### config.mk
export PLATFORM = sky130hd
export DESIGN_NAME = shift_add_mult_ctrl
export DESIGN_NICKNAME = d
export VERILOG_FILES = /design/src/rtl/mult_ctrl_pkg.sv /design/src/rtl/shift_add_mult_ctrl_run_edge_detect.sv /design/src/rtl/shift_add_mult_ctrl.sv
export SDC_FILE = /design/constraint.sdc
export NUM_CORES = 1
export LEC_CHECK = 0
export BUFFER_PORTS_ARGS = -buffer_cell sky130_fd_sc_hd__buf_2
export CORE_AREA = 3 3 40 42
export DETAILED_ROUTE_END_ITERATION = 12
export DIE_AREA = 0 0 43 45
export PLACE_DENSITY = 0.83
export SLEW_MARGIN = 20
export SYNTH_ARGS = -nofsm -noshare
export SYNTH_HDL_FRONTEND = slang
export SYNTH_SLANG_ARGS = --single-unit
### constraint.sdc
create_clock -name Clk -period 1.4 [get_ports Clk]
set_input_delay 0 -clock Clk [delete_from_list [all_inputs] [get_ports Clk]]
set_output_delay 0 -clock Clk [all_outputs]
set_load 0.005 [all_outputs]
### src/rtl/mult_ctrl_pkg.sv
// Shared types and helpers for the shift-add multiplier controller.
package mult_ctrl_pkg;

  typedef enum logic [2:0] {
    IDLE  = 3'd0,
    START = 3'd1,
    ADD   = 3'd2,
    SHIFT = 3'd3,
    EXEC  = 3'd4,
    DONE  = 3'd5
  } state_t;

  // Width of a counter that must hold 0..width inclusive.
  function automatic int step_w(input int width);
    return $clog2(width + 1);
  endfunction

endpackage

### src/rtl/shift_add_mult_ctrl_run_edge_detect.sv
// Registered rising-edge detector for the Run request.
module run_edge_detect (
  input  logic clk_i,
  input  logic reset_i,
  input  logic run_i,
  output logic start_o
);

  logic run_q;

  // Resetting to 1 keeps a Run level held through reset from looking like an edge.
  always_ff @(posedge clk_i) begin
    if (reset_i) begin
      run_q <= 1'b1;
    end else begin
      run_q <= run_i;
    end
  end

  assign start_o = run_i & ~run_q;

endmodule

### src/rtl/shift_add_mult_ctrl.sv
// Control FSM for an N-bit shift-add multiplier (A/B shift pair plus X sign bit).
// Handshake: a rising Run edge in IDLE starts an operation; Busy covers START..last shift;
// Done then holds until Run is low, after which the FSM returns to IDLE.
module shift_add_mult_ctrl
  import mult_ctrl_pkg::*;
#(
  parameter int WIDTH   = 8,
  parameter bit COMBINE = 1'b0
) (
  input  logic                       Clk,
  input  logic                       Reset,
  input  logic                       Run,
  input  logic                       ClearA_LoadB,
  input  logic                       M,
  input  logic                       Signed,
  output logic                       Clr_Ld,
  output logic                       ClrA,
  output logic                       Add,
  output logic                       Sub,
  output logic                       Shift,
  output logic                       Busy,
  output logic                       Done,
  output logic [step_w(WIDTH)-1:0]   Step,
  output state_t                     State_dbg
);

  localparam int SW = step_w(WIDTH);

  state_t        state_q;
  logic [SW-1:0] step_q;
  logic          signed_q;
  logic          start;
  logic          last;

  run_edge_detect u_run_edge (
    .clk_i   (Clk),
    .reset_i (Reset),
    .run_i   (Run),
    .start_o (start)
  );

  assign last = (step_q == SW'(WIDTH - 1));

  always_ff @(posedge Clk) begin
    if (Reset) begin
      state_q  <= IDLE;
      step_q   <= '0;
      signed_q <= 1'b0;
    end else begin
      case (state_q)
        IDLE: begin
          if (start) state_q <= START;
        end
        START: begin
          step_q   <= '0;
          signed_q <= Signed;
          state_q  <= COMBINE ? EXEC : ADD;
        end
        ADD: begin
          state_q <= SHIFT;
        end
        SHIFT: begin
          step_q  <= step_q + SW'(1);
          state_q <= last ? DONE : ADD;
        end
        EXEC: begin
          step_q  <= step_q + SW'(1);
          state_q <= last ? DONE : EXEC;
        end
        DONE: begin
          if (!Run) state_q <= IDLE;
        end
        default: state_q <= IDLE;
      endcase
    end
  end

  // Add/Sub are Mealy on M: the final signed step subtracts the multiplicand instead.
  always_comb begin
    Clr_Ld = 1'b0;
    ClrA   = 1'b0;
    Add    = 1'b0;
    Sub    = 1'b0;
    Shift  = 1'b0;
    Busy   = 1'b0;
    Done   = 1'b0;
    case (state_q)
      IDLE:  Clr_Ld = ClearA_LoadB;
      START: begin
        ClrA = 1'b1;
        Busy = 1'b1;
      end
      ADD: begin
        Busy = 1'b1;
        Add  = M & ~(last & signed_q);
        Sub  = M & last & signed_q;
      end
      SHIFT: begin
        Busy  = 1'b1;
        Shift = 1'b1;
      end
      EXEC: begin
        Busy  = 1'b1;
        Shift = 1'b1;
        Add   = M & ~(last & signed_q);
        Sub   = M & last & signed_q;
      end
      DONE:    Done = 1'b1;
      default: ;
    endcase
  end

  assign Step      = step_q;
  assign State_dbg = state_q;

endmodule
==> flow_metrics.tcl <==
set metrics [dict create \
    status "finished clean" \
    drt-met1-wl_um 635 \
    antenna_found_initial 0 \
    grt_pass1_vias 561 \
    grt_max_degree 14 \
    power.density_nw_per_um2 850 \
    synth.ff_latch_count 9 \
    synth_cells 64 \
    synth_top_family_by_area "simple AND/OR/NAND/NOR gates" \
    setup_tns_ns 0 \
    highest_layer "met4" \
    crit_buf_inv 1 \
    met2_length_um 677 \
    layout.cells.most_common_list "buf_2, dfxtp_1, buf_4" \
    max_freq_ghz 0.777 \
    initial_core_util_pct 46.4 \
    synth-xor-area-share_pct 4.40 \
    synth_fp_nets 71 \
    maxSlewViolCount 0 \
    seq_area_um2 183 \
    synth_compound_area_share_pct 21.4 \
    avgSynthCellArea_um2 9.33 \
    finalHoldViolCount 0 \
    yosysTopAreaCell "dfxtp_1" \
    synth_top_area_share_pct 30.2 \
    grt.overflow.total 0 \
    die_w_um 43 \
    drc 0 \
    grt_usage_pct 16.2 \
    post_synth_and_or_nand_nor_area_fraction_pct 32.7 \
    ys_types 38 \
    numCtsBuffers 3 \
    mostFrequentLayoutCell "buf_2" \
    vias 611 \
    crit_chain "ha_4 -> and3b_2 -> nand2_1 -> nor2_1 -> buf_2" \
    cts.path.max_buffers 2 \
    final_util_pct 60.8 \
    dp.cells 99 \
    power_leakage_nw 0.379 \
    ant_nets 0 \
    cts_root_buffer "clkbuf_4" \
    worstSetupEndpointType "output pin" \
    fillers 118 \
    setup_violations 0 \
    drv_cap 0 \
    min_period_over_period_pct 91.9 \
    crit_path_max_fanout 4 \
    io-pin-count 20 \
    globalplace.congestion 0.798 \
    fp.dieH_um 45 \
    post_cts_buffers 0 \
    synthToLayoutAreaGrowth_pct 30.8 \
    fin_worst_skew_ns 0.00564 \
    cts.sinks 9 \
    synth_area_leaders "dfxtp_1, a211oi_1, buf_6" \
    critical_path_arrival_ns 1.29 \
    cts_tree "done" \
    core_um2 1280 \
    async_flop_share_pct 0 \
    cts_htree_levels 1 \
    muxShareOfSynthArea_pct 1.68 \
    finalWirelength_um 1430 \
    syn_area_um2 597 \
    dr.pass1.iters 4 \
    path_delay_family "simple AND/OR/NAND/NOR gates" \
    wire_per_inst_um 13.6 \
    synth_edf_count 0 \
    required_ns 1.40 \
    rows 13 \
    worst_pin_slew_ns 0.258 \
    min_path_type "in -> reg" \
    grt_setup_unrepaired "false" \
    timing.hold.ws_ns 0.0273 \
    ys_warn_count 0 \
    dp_hpwl_um 988 \
    ys_seq_area_share_pct 30.2 \
    dieArea_um2 1940 \
    post-route-min-period_ns 1.29 \
    critPathMaxStageDelay_ns 0.37 \
    clk_latency_ns 0.26 \
    vdd_drop_max_mv 0.498 \
    crit_slowest_cell "dfxtp_1" \
    grt_first_pass_wirelength_um 2390 \
    synth_ff_type "dfxtp_1" \
    critical_path.startpoint_type "flop" \
    final_cell_count_no_fill 105 \
    drt-initial-drc-count 5 \
    fin_nets 98 \
    layout-drive-gt1-share_pct 43.3 \
    synth_adder_area_share_pct 2.10 \
    multi_input_area_um2 385 \
    max_slew_margin_pct 82.7 \
    insertedDiodeCount 0 \
    crit_type "reg -> out" \
    io_buffer_count 19 \
    wl_met3_um 92 \
    drt-vias-per-instance 5.82 \
    clkTransAtPathRegs_ns 0.06 \
]
==> Yosys cell counts (3+ instances only) <==
master / number
buf_2: 3
dfxtp_1: 9
and3_1: 3
a211oi_1: 3
nor2_1: 4
==> registers in the layout, summed over array words and instances, names as in the netlist <==
signal,cells
Step,4
signed_q,1
State_dbg,3
u_run_edge.run_q,1
==> metrics by stage <==
step	setup WS, ns	cell area [um2]	total power [W]
finish	0.113	781	0.000663
global route	0.00937	781	0.000704
CTS	0.00654	766	0.000669
detailed placement	0.0697	718	0.000461
global placement	0.0993	718	0.000457
floorplan	0.172	597	0.000409
==> layer usage <==
metal,GRT usage [%],vias to the layer above
met5,0,-
met4,9.04,0
met3,2.39,2
met2,26.6,19
met1,20.5,292
li1,-,298
==> worst reg2reg max path, cell delays in order (launching register included) <==
cell and delay, ns:
dfxtp_2 0.40, or2_4 0.28, and4_1 0.21, nor4_2 0.21
==> final timing paths <==
kind | startpoint | to | slack, ns | cells after the start
setup / recovery | Step[0] | Sub | 0.11 | 5
hold / removal | Reset | State_dbg[0] | 0.03 | 2
setup reg to reg | State_dbg[0] | Step[2] | 0.22 | 3
hold reg to reg | State_dbg[2] | State_dbg[1] | 0.53 | 1
==> cell families after synthesis <==
logic type | Yosys count
multiplexers | 1
flip-flops | 9
buffers and inverters | 7
AND/OR/NAND/NOR | 26
XOR/XNOR | 3
adder cells (fa/ha/maj) | 1
AO/OA/AOI/OAI | 17
==> what timing repair did <==
action | 4_1_cts | 5_1_grt
hold endpoints to repair | 2 | 0
resized for setup | 1 | 4
endpoints found under the setup margin | 1 | 3
gates cloned | 0 | 0
pin swaps | 0 | 1
hold buffers | 2 | 0
==> power by group <==
part | internal, W | switching, W
Sequential | 0.000269 | 0.0000191
Combinational | 0.0000868 | 0.0000880
Clock | 0.000110 | 0.0000906
==> cell type report <==
cell class,instances,share of cell area [%]
clock buffer,4,3.37
multi-input combinational,48,49.4
timing repair buffer,27,20.5
sequential,9,23.4
tap,15,2.40
inverter,2,0.962
Power figures use the tool's default switching activity.
